### config.mk
export PLATFORM = sky130hd
export DESIGN_NAME = onewire_master
export DESIGN_NICKNAME = d
export VERILOG_FILES = /design/src/rtl/onewire_master.sv
export SDC_FILE = /design/constraint.sdc
export NUM_CORES = 1
export LEC_CHECK = 0
export CORE_MARGIN = 3
export CORE_UTILIZATION = 55
export CTS_CLUSTER_DIAMETER = 150
export DETAILED_ROUTE_END_ITERATION = 10
export GPL_TIMING_DRIVEN = 0
export PLACE_DENSITY = 0.83
export SLEW_MARGIN = 30
export SYNTH_ARGS = -nofsm -noshare
export SYNTH_HDL_FRONTEND = slang
export SYNTH_SLANG_ARGS = --single-unit
### constraint.sdc
create_clock -name clk -period 3.85 [get_ports clk]
set_clock_uncertainty 0.1 [all_clocks]
set_input_delay 0.77 -clock clk [delete_from_list [all_inputs] [get_ports clk]]
set_output_delay 0.77 -clock clk [all_outputs]
set_load 0.005 [all_outputs]
### src/rtl/onewire_master.sv
// onewire_master: slot sequencer for one open-drain 1-Wire line, driving the pad
// cells' tristate output flop and reading their input flop.
// Latency: line low from the cycle after acceptance; response arrives
// 1 + (T_LOW+T_SAMPLE+T_REC)*CLK_DIV cycles after the acceptance cycle.
// Backpressure: cmd_ready only in IDLE; cmd_valid elsewhere is dropped, not queued.
// Optional build macro ONEWIRE_GLITCH_FILTER_EN: 3-stage majority filter on ow_in.
module onewire_master #(
  parameter int CLK_DIV = 29
) (
  input  logic       clk,
  input  logic       reset,
  input  logic       cmd_valid,
  output logic       cmd_ready,
  input  logic [1:0] cmd_op,
  output logic       rsp_valid,
  output logic       rsp_bit,
  output logic       busy,
  output logic       ow_t,
  input  logic       ow_in
);

  typedef enum logic [2:0] {
    S_IDLE        = 3'd0,
    S_DRIVE       = 3'd1,
    S_WAIT_SAMPLE = 3'd2,
    S_RECOVER     = 3'd3,
    S_RESPOND     = 3'd4
  } state_t;

  localparam logic [1:0] OP_RESET  = 2'd0;
  localparam logic [1:0] OP_WRITE0 = 2'd1;
  localparam logic [1:0] OP_WRITE1 = 2'd2;
  localparam logic [1:0] OP_READ   = 2'd3;

  localparam logic [7:0] DIV_LAST = 8'(CLK_DIV - 1);

  state_t     state_q, state_d;
  logic [1:0] op_q;
  logic [7:0] presc_q, presc_d;
  logic [8:0] us_q, us_d;
  logic       sample_q;
  logic       rsp_bit_q, rsp_bit_d;
  logic       ow_t_q, ow_t_d;

  logic       accept;
  logic       us_tick;
  logic       phase_done;
  logic       line_filt;
  logic [8:0] t_low, t_sample, t_rec, t_cur;

  assign accept  = cmd_valid && cmd_ready;
  assign us_tick = (presc_q == DIV_LAST);

  // Line filtering: optional majority-of-three on the registered pad input.
`ifdef ONEWIRE_GLITCH_FILTER_EN
  logic [2:0] filt_q;

  // Shift the pad input through three stages; idle line level is high.
  always_ff @(posedge clk or posedge reset) begin
    if (reset) begin
      filt_q <= 3'b111;
    end else begin
      filt_q <= {filt_q[1:0], ow_in};
    end
  end

  assign line_filt = (filt_q[0] & filt_q[1]) | (filt_q[1] & filt_q[2]) |
                     (filt_q[0] & filt_q[2]);
`else
  assign line_filt = ow_in;
`endif

  // Slot timing table in microseconds, selected by the latched opcode.
  always_comb begin
    t_low    = 9'd0;
    t_sample = 9'd0;
    t_rec    = 9'd0;
    case (op_q)
      OP_RESET:  begin t_low = 9'd480; t_sample = 9'd70; t_rec = 9'd340; end
      OP_WRITE0: begin t_low = 9'd60;  t_sample = 9'd0;  t_rec = 9'd10;  end
      OP_WRITE1: begin t_low = 9'd6;   t_sample = 9'd0;  t_rec = 9'd64;  end
      default:   begin t_low = 9'd6;   t_sample = 9'd9;  t_rec = 9'd55;  end
    endcase
  end

  // Duration of the phase currently running; a phase ends on the tick that
  // completes its last microsecond.
  always_comb begin
    t_cur = 9'd1;
    case (state_q)
      S_DRIVE:       t_cur = t_low;
      S_WAIT_SAMPLE: t_cur = t_sample;
      S_RECOVER:     t_cur = t_rec;
      default:       t_cur = 9'd1;
    endcase
  end

  assign phase_done = us_tick && (us_q == 9'(t_cur - 9'd1));

  // Next-state logic, counter updates and the result bit for RESPOND.
  always_comb begin
    state_d   = state_q;
    presc_d   = presc_q;
    us_d      = us_q;
    rsp_bit_d = rsp_bit_q;

    if (state_q != S_IDLE) begin
      presc_d = us_tick ? 8'd0 : 8'(presc_q + 8'd1);
      if (us_tick) begin
        us_d = 9'(us_q + 9'd1);
      end
    end

    case (state_q)
      S_IDLE: begin
        if (accept) begin
          state_d = S_DRIVE;
          presc_d = 8'd0;
          us_d    = 9'd0;
        end
      end
      S_DRIVE: begin
        if (phase_done) begin
          state_d = (t_sample == 9'd0) ? S_RECOVER : S_WAIT_SAMPLE;
          us_d    = 9'd0;
        end
      end
      S_WAIT_SAMPLE: begin
        if (phase_done) begin
          state_d = S_RECOVER;
          us_d    = 9'd0;
        end
      end
      S_RECOVER: begin
        if (phase_done) begin
          state_d = S_RESPOND;
          us_d    = 9'd0;
          case (op_q)
            OP_RESET:  rsp_bit_d = ~sample_q;
            OP_WRITE0: rsp_bit_d = 1'b0;
            OP_WRITE1: rsp_bit_d = 1'b1;
            default:   rsp_bit_d = sample_q;
          endcase
        end
      end
      S_RESPOND: begin
        state_d = S_IDLE;
        presc_d = 8'd0;
        us_d    = 9'd0;
      end
      default: begin
        state_d = S_IDLE;
      end
    endcase

    // The pad is only ever pulled low; any state other than DRIVE releases it.
    ow_t_d = (state_d != S_DRIVE);
  end

  // State, counters, latched opcode and result registers.
  always_ff @(posedge clk or posedge reset) begin
    if (reset) begin
      state_q   <= S_IDLE;
      op_q      <= OP_RESET;
      presc_q   <= 8'd0;
      us_q      <= 9'd0;
      rsp_bit_q <= 1'b0;
    end else begin
      state_q   <= state_d;
      presc_q   <= presc_d;
      us_q      <= us_d;
      rsp_bit_q <= rsp_bit_d;
      if (accept) begin
        op_q <= cmd_op;
      end
    end
  end

  // Sample register: captures the line on the last cycle of WAIT_SAMPLE.
  always_ff @(posedge clk or posedge reset) begin
    if (reset) begin
      sample_q <= 1'b1;
    end else if (state_q == S_WAIT_SAMPLE && phase_done) begin
      sample_q <= line_filt;
    end
  end

  // Tristate control; the async set releases the line immediately on reset.
  always_ff @(posedge clk or posedge reset) begin
    if (reset) begin
      ow_t_q <= 1'b1;
    end else begin
      ow_t_q <= ow_t_d;
    end
  end

  assign ow_t      = ow_t_q;
  assign cmd_ready = (state_q == S_IDLE) && !reset;
  assign busy      = (state_q != S_IDLE);
  assign rsp_valid = (state_q == S_RESPOND);
  assign rsp_bit   = rsp_bit_q;

endmodule

==> flow_summary.ini, run 1 <==
[yosys]
synth_area_um2 = 1790
synth_ff_type = dfrtp_1
synth-edff-count = 0
synth-simple-area-share = 0.290
synth-seq-area-share = 0.350
netlist_instances = 201
synth-xor-area-share = 0.122
synth_warnings = 0
synth_mux_area_frac = 0.0377
netlist.area_leader.share = 0.321
synth_nets = 216
yosysUniqueCellTypes = 46
synth_area_leader_cell = dfrtp_1
synth-adder-area-share = 0.0628
synth_compound_area_frac = 0.0928
synth-async-reset-ratio = 1.00
synth_seq_cells = 25
synth_top_family_by_area = simple AND/OR/NAND/NOR gates
synth.area.top_cells = dfrtp_1 32%, xnor2_1 6.8%, nor2_1 6.5%
avgSynthCellArea_um2 = 8.92

[sta]
max_freq_mhz = 285
worstMarginPinSlew_ns = 0.834
hold_ws_ns = 0.437
tns_ns = 0
finalSetupViolations = 0
fin_crit_ns = 3.51
fin_crit_sh = 0.912
hold_viol_final = 0
rsz0062_at_grt = false
relSlewSlack = 0.441
finalMaxSlewViolations = 0

[floorplan]
rows = 20
coreArea_um2 = 3080
die_x_um = 63.1
start_util = 0.583
die_h_um = 63.1
die-area_um2 = 3980
ios = 11

[route]
wl_mm = 3.53
wl_per_cell_um = 13.6
num_vias = 1462
drcViolationCount = 0
antenna_left = 0
detail_route.vias_per_cell = 5.64
drtPass1Iterations = 4
first_iter_violations = 128

[clock_tree]
cts_sinks = 25
path_clk_slew_ns = 0.12
cts_root_buffer = clkbuf_4
cts_resized = 0
post_cts.repair.setup_buffers = 0
cts_hold_buf = 0
clockBufferDepth = 2
tritoncts = done
ctsHtreeMaxLevel = 1
insertion_delay_ns = 0.31
cts_buffers = 3

[placement]
postPlaceCellArea_um2 = 1950
portBuffers = 10
dp_cells = 255
dp.final_hpwl_mm = 2.76
place.gp.congestion = 0.929

[final_layout]
multi_input_area_um2 = 1080
drive_above_1_share = 0.102
syn2layout_area_growth_pct = 10.1
stdcell_area_um2 = 1970
fillers = 258
final_cells = 259
seqCellArea_um2 = 628
n_antenna_cell = 0
nets = 231

[global_route]
globalRouteMet1Util = 0.250
grt_pass1_wl_mm = 5.93
overflow = 0
antenna_found_initial = 0
grt_max_degree = 26
grtUsageMet3 = 0.0321
busiest_layer = met2
grt.met2_usage = 0.312
first_global_vias = 1352
grtUsageTotal = 0.187

[status]
status = finished clean

[setup_path]
required_ns = 4.00
end_kind = register
rr_worst_depth = 13
worstPathArrival_ns = 3.67
critPathSlowestCell = dfrtp_1
worstSetupPathType = reg -> reg
path_cells = inv_1, ha_1, nor3b_1, nor4_1, a21oi_1, ha_1, xnor2_1, xnor2_1, nand4_1, a211oi_2, nand4b_1, or3_4, mux2_4
crit_path_start_kind = register
crit_path_max_incr_delay_ns = 0.43
crit_fanout = 6

[min_path]
min_path_type = reg -> reg
worstHoldPathCells = 1

[power_and_ir_drop]
cellLeakagePower_nw = 0.799
peakVddDrop_mv = 0.328
power_density_nw_per_um2 = 420

[job]
cap_viol_max_count = 0
-- cell usage in the layout (no fill, tap or decap), types with 5 or more instances in the layout --
cell	netlist	routed
xnor2_1	14	14
nor4_1	6	6
nand2b_1	5	5
a21oi_1	7	7
xor2_1	11	11
o21ai_0	5	5
nand4_1	9	9
ha_1	9	9
clkdlybuf4s50_1	0	10
nor2_1	31	31
dfrtp_1	23	23
inv_1	11	10
nand2_1	17	17
-- where the power goes --
group / switching (mW) / internal, mW / total (mW)
clock: 0.0722 / 0.0405 / 0.113
combinational: 0.140 / 0.141 / 0.281
sequential: 0.0948 / 0.341 / 0.436
total: 0.307 / 0.523 / 0.830
-- synthesized netlist by cell type (2+ instances only) --
cell type and n:
ha_1 9, xnor2_1 14, nor2_1 31, a211oi_2 2
nand2b_1 5, and3_1 2, mux2_2 2, nor3b_1 2
dfrtp_1 23, o21ai_0 5, nand4b_1 2, nand3_1 2
and4bb_2 3, clkbuf_1 2, nor3_1 2, inv_1 11
nand2_1 17, mux2i_1 3, a21oi_2 2, dfstp_2 2
nor2b_1 2, or3_1 2, and2_1 2, nor4_1 6
xor2_1 11, nand3b_1 2, a21oi_1 7, nand4_1 9
buf_6 2
-- cell families after synthesis --
group | count (synthesis)
adder cells (fa/ha/maj) | 9
buffers and inverters | 17
XOR/XNOR | 25
AO/OA/AOI/OAI | 24
multiplexers | 6
flip-flops | 25
AND/OR/NAND/NOR | 95
-- cell type report --
type                       count  area share
multi-input combinational    159       0.549
sequential                    25       0.318
timing repair buffer          10      0.0507
tap                           44      0.0279
inverter                      12      0.0228
buffer                         5      0.0177
clock buffer                   4      0.0133
-- worst max-delay path: cells and delay by family, from the launching register on --
kind            cells  cell delay (ns)
simple gates        5             1.16
fa+ha+maj           2             0.52
compound gates      2             0.44
flops               1             0.43
xor+xnor            2             0.37
mux                 1             0.30
buf+inv             1             0.14
-- routing by layer --
layer  vias to the layer above  wire, um
met5                         -         0
li1                        724         -
met2                        24      1670
met4                         0        44
met1                       708      1690
met3                         6       118
-- flip-flops by register name (all words and copies together), names as in the netlist --
register  count
us_q          9
ow_t          1
sample_q      1
presc_q       8
state_q       3
rsp_bit       1
op_q          2
-- worst paths after layout --
check | from | endpoint | slack, ns
max | op_q[1] | sample_q | 0.34
min in group asynchronous | reset | presc_q[7] | 0.77
min | rsp_bit | rsp_bit | 0.44
max reg2reg | op_q[1] | sample_q | 0.34
max in group asynchronous | reset | op_q[1] | 2.49
min reg2reg | rsp_bit | rsp_bit | 0.44
-- per-stage QoR --
| stage | total power [mW] | utilization | setup WS, ns |
|---|---|---|---|
| after detailed placement | 0.719 | 0.633 | 0.432 |
| after CTS | 0.834 | 0.641 | 0.354 |
| after global routing | 0.903 | 0.641 | 0.0743 |
| after floorplan | 0.651 | - | 0.833 |
| after global placement | 0.705 | 0.633 | 0.521 |
| final | 0.830 | 0.641 | 0.338 |
Power figures use the tool's default switching activity.
==> run 2: changes to the inputs <==
--- a/config.mk
+++ b/config.mk
@@ -12,5 +12,4 @@
 export GPL_TIMING_DRIVEN = 0
 export PLACE_DENSITY = 0.83
-export SLEW_MARGIN = 30
 export SYNTH_ARGS = -nofsm -noshare
 export SYNTH_HDL_FRONTEND = slang
==> constraint.sdc (replaced) <==
create_clock -name clk -period 3.85 [get_ports clk]
set_clock_uncertainty 0.1 [all_clocks]
set_input_delay 0.77 -clock clk [delete_from_list [all_inputs] [get_ports clk]]
set_output_delay 0.77 -clock clk [all_outputs]
set_load 0.1 [all_outputs]
==> run 2 against run 1 <==
Net effect:
- critical path depth fell by 8
- routed wire length is 0.28% higher
- highest routed layer unchanged
- critical endpoint is now cmd_ready
- setup slack lost 0.11 ns
- sequential share of layout area stayed put
- clock power barely moved
==> flow_summary.ini, run 2 (synthesis results as in run 1) <==
[sta]
relSlewSlack = 0.327
finalMaxSlewViolations = 0
hold_viol_final = 0
finalSetupViolations = 0
worstMarginPinSlew_ns = 1.01
tns_ns = 0
fin_crit_ns = 3.62
max_freq_mhz = 276
rsz0062_at_grt = false
fin_crit_sh = 0.940

[global_route]
first_global_vias = 1352
antenna_found_initial = 0
grt_max_degree = 26
overflow = 0
grt_pass1_wl_mm = 5.93
grtUsageTotal = 0.187

[clock_tree]
cts_sinks = 25
tritoncts = done
cts_resized = 0
ctsHtreeMaxLevel = 1
path_clk_slew_ns = 0.12
cts_buffers = 3
clockBufferDepth = 2
insertion_delay_ns = 0.31
cts_hold_buf = 0
post_cts.repair.setup_buffers = 0
cts_root_buffer = clkbuf_4

[final_layout]
nets = 231
n_antenna_cell = 0
fillers = 258
fin_util = 0.641
layout_commonest_cell = nor2_1
final_cell_mix = 31 x nor2_1, 23 x dfrtp_1, 17 x nand2_1, 14 x xnor2_1
largest_reg_flops = 9
stdcell_area_um2 = 1970
syn2layout_area_growth_pct = 10.1
top_register = us_q
drive_above_1_share = 0.102
top_regs = us_q (9), presc_q (8), state_q (3)

[route]
detail_route.vias_per_cell = 5.66
wl_per_cell_um = 13.6
num_vias = 1467
wl_mm = 3.54
first_iter_violations = 93
drtPass1Iterations = 4
drcViolationCount = 0
antenna_left = 0

[placement]
place.gp.congestion = 0.929
dp.final_hpwl_mm = 2.76
portBuffers = 10
postPlaceCellArea_um2 = 1950

[power_and_ir_drop]
power_density_nw_per_um2 = 420
cellLeakagePower_nw = 0.803
peakVddDrop_mv = 0.328

[min_path]
min_path_type = reg -> reg
worstHoldPathCells = 1

[setup_path]
crit_fanout = 10
r2r_start = op_q[1]
end_kind = output pin
worstSetupPathType = reg -> out
startpoint = state_q[2]
crit_path_start_kind = register
critPathCapture = cmd_ready
r2r-end = sample_q
worstPathArrival_ns = 2.75
rr_worst_depth = 13
rrSetupSlack_ns = 0.35
required_ns = 2.98

[floorplan]
coreArea_um2 = 3080
die_x_um = 63.1
start_util = 0.583
ios = 11
rows = 20
die-area_um2 = 3980
die_h_um = 63.1

[status]
status = finished clean

[job]
cap_viol_max_count = 0
==> run 2: cell count changes in the layout (fill, tap and decap cells not counted) <==
cell	before	now
clkinv_1	1	0
inv_1	10	11
==> run 2: worst min-delay path by stage <==
| stage | start | endpoint | slack, ns |
|---|---|---|---|
| after floorplan | presc_q[7] | presc_q[7] | 0.41 |
| after global placement | rsp_bit | rsp_bit | 0.39 |
| after detailed placement | rsp_bit | rsp_bit | 0.41 |
| after CTS | rsp_bit | rsp_bit | 0.44 |
| after global routing | rsp_bit | rsp_bit | 0.46 |
| final | rsp_bit | rsp_bit | 0.44 |
==> run 2: per-layer routing <==
metal | track usage | wire length, um | vias up
met1 | 0.250 | 1650 | 708
li1 | - | - | 724
met2 | 0.312 | 1700 | 31
met4 | 0.0496 | 32 | 0
met3 | 0.0321 | 158 | 4
met5 | 0 | 0 | -
==> run 2: where the power goes <==
group / switching (mW) / internal (mW)
Clock: 0.0722 / 0.0405
Combinational: 0.141 / 0.141
Sequential: 0.0949 / 0.341
Total: 0.308 / 0.522
==> run 2: area by class of cell <==
type | count | area [um^2] | area share
tap | 44 | 55.1 | 0.0279
multi-input combinational | 159 | 1080 | 0.549
inverter | 12 | 45.0 | 0.0228
buffer | 5 | 35.0 | 0.0177
clock buffer | 4 | 26.3 | 0.0133
sequential | 25 | 628 | 0.318
timing repair buffer | 10 | 100 | 0.0507
==> run 2: critical path, cell delays in order (launching register included) <==
cell and delay, ns:
dfrtp_1 0.42, buf_2 0.19, or3_1 0.38, clkbuf_1 0.19, nor2_1 0.12, clkdlybuf4s50_1 1.14
==> run 2: through the flow <==
step | setup slack, ns | hold WS (ns) | instances | power, mW
after global routing | 0.0743 | 0.460 | 259 | 0.903
after floorplan | 0.0572 | 0.411 | 201 | 0.652
after CTS | 0.225 | 0.444 | 259 | 0.835
after detailed placement | 0.432 | 0.415 | 255 | 0.719
final | 0.232 | 0.437 | 259 | 0.830
after global placement | 0.521 | 0.391 | 255 | 0.706
==> run 3: changes to the inputs <==
CORE_MARGIN = 2   (was 3)
==> run 3 against run 2 <==
Net effect:
- utilization hardly changed
- sequential share of layout area hardly changed
- total power is 0.20% higher
- sequential power hardly changed
- clock power hardly changed
- largest cell class unchanged
- maximum frequency is 0.16% lower
- via count is 0.14% higher
- hold slack worse by 0.014 ns
- cell area hardly changed
- first-iteration DRC count is 31% higher
==> flow_summary.ini, run 3 (synthesis results as in run 1) <==
[status]
status = finished clean

[sta]
finalSetupViolations = 0
tns_ns = 0
finalMaxSlewViolations = 0
hold_ws_ns = 0.423
fin_crit_ns = 3.62
worstMarginPinSlew_ns = 0.971
hold_viol_final = 0
max_freq_mhz = 276
relSlewSlack = 0.350
rsz0062_at_grt = false
fin_ws_ns = 0.226
fin_crit_sh = 0.941

[clock_tree]
tritoncts = done
cts_hold_buf = 0
clockBufferDepth = 2
post_cts.repair.setup_buffers = 0
path_clk_slew_ns = 0.12
cts_root_buffer = clkbuf_4
ctsHtreeMaxLevel = 1
insertion_delay_ns = 0.31
cts_buffers = 3
cts_resized = 0
cts_sinks = 25

[route]
wl_per_cell_um = 13.5
first_iter_violations = 122
antenna_left = 0
wl_mm = 3.49
num_vias = 1469
detail_route.vias_per_cell = 5.67
drcViolationCount = 0
drtPass1Iterations = 4

[power_and_ir_drop]
p_int_uw = 521
peakVddDrop_mv = 0.291
p_seq_frac = 0.524
power_density_nw_per_um2 = 421
p_sw_frac = 0.373
power_frac_clock = 0.137
p_switching_uw = 310
combPwrFrac = 0.339
cellLeakagePower_nw = 0.806

[floorplan]
die_x_um = 61.1
die-area_um2 = 3730
die_h_um = 61.1
rows = 20
coreArea_um2 = 3080
ios = 11
start_util = 0.583

[final_layout]
top_register = us_q
syn2layout_area_growth_pct = 10.2
largest_reg_flops = 9
fillers = 271
layout_commonest_cell = nor2_1
seqCellArea_um2 = 628
drive_above_1_share = 0.107
n_antenna_cell = 0
nets = 231
multi_input_area_um2 = 1080
top_regs = us_q (9), presc_q (8), state_q (3)
final_cell_mix = 31 x nor2_1, 23 x dfrtp_1, 17 x nand2_1, 14 x xnor2_1

[job]
cap_viol_max_count = 0

[global_route]
overflow = 0
grt_pass1_wl_mm = 5.72
grtUsageTotal = 0.204
antenna_found_initial = 0
first_global_vias = 1329
grt_max_degree = 26

[placement]
portBuffers = 10
place.gp.congestion = 0.890
dp.final_hpwl_mm = 2.76
pre_cts_ws_ns = 0.411

[setup_path]
rrSetupSlack_ns = 0.33
critPathSlowestCell = clkdlybuf4s50_1
worstSetupPathType = reg -> out
crit_path_start_kind = register
worstPathArrival_ns = 2.75
crit_path_max_incr_delay_ns = 1.14
path_cells = buf_2, or3_1, clkbuf_1, nor2_1, clkdlybuf4s50_1
crit_fanout = 10
required_ns = 2.98
end_kind = output pin

[min_path]
min_path_type = reg -> reg
==> run 3: changes by cell type in the layout (fill, tap and decap cells not counted), sizes merged <==
| cell | delta |
|---|---|
| clkinv | +1 |
| clkbuf | -1 |
==> run 3: worst paths after layout <==
path,from,to,cells after the start
worst max-delay path,state_q[2],cmd_ready,5
worst max register to register,op_q[1],sample_q,13
worst min register to register,rsp_bit,rsp_bit,1
min in group asynchronous,reset,presc_q[0],2
worst min-delay path,rsp_bit,rsp_bit,1
max in group asynchronous,reset,op_q[1],2
==> run 3: layer usage <==
metal / vias to the layer above / routed length [um] / track usage
li1: 726 / - / -
met1: 706 / 1740 / 0.292
met2: 33 / 1590 / 0.331
met3: 4 / 118 / 0.0231
met4: 0 / 31 / 0.0559
met5: - / 0 / 0
==> run 3: area by class of cell <==
cell class | instances | area share
multi-input combinational | 159 | 0.549
sequential | 25 | 0.318
timing repair buffer | 10 | 0.0507
tap | 44 | 0.0279
inverter | 12 | 0.0228
buffer | 5 | 0.0177
clock buffer | 3 | 0.0114
clock inverter | 1 | 0.00253
==> run 3: power groups by stage <==
stage / Combinational (mW) / Sequential (mW) / Clock, mW
2_1_floorplan: 0.233 / 0.419 / 0
3_3_place_gp: 0.269 / 0.435 / 0
3_5_place_dp: 0.284 / 0.439 / 0
4_1_cts: 0.285 / 0.434 / 0.118
5_1_grt: 0.325 / 0.450 / 0.130
6_report: 0.282 / 0.436 / 0.114
==> run 3: per-stage QoR <==
stage          cells  utilization  total power, mW  area (um^2)
6_report         259        0.642            0.832         1980
5_1_grt          259        0.642            0.905         1980
4_1_cts          259        0.642            0.837         1980
3_5_place_dp     255        0.633            0.723         1950
3_3_place_gp     255        0.633            0.704         1950
2_1_floorplan    201            -            0.652         1790
==> run 3: critical path, delay by kind of cell (launching register included) <==
family,cells,cell delay [ns]
simple gates,2,0.52
buf+inv,3,1.51
flops,1,0.42
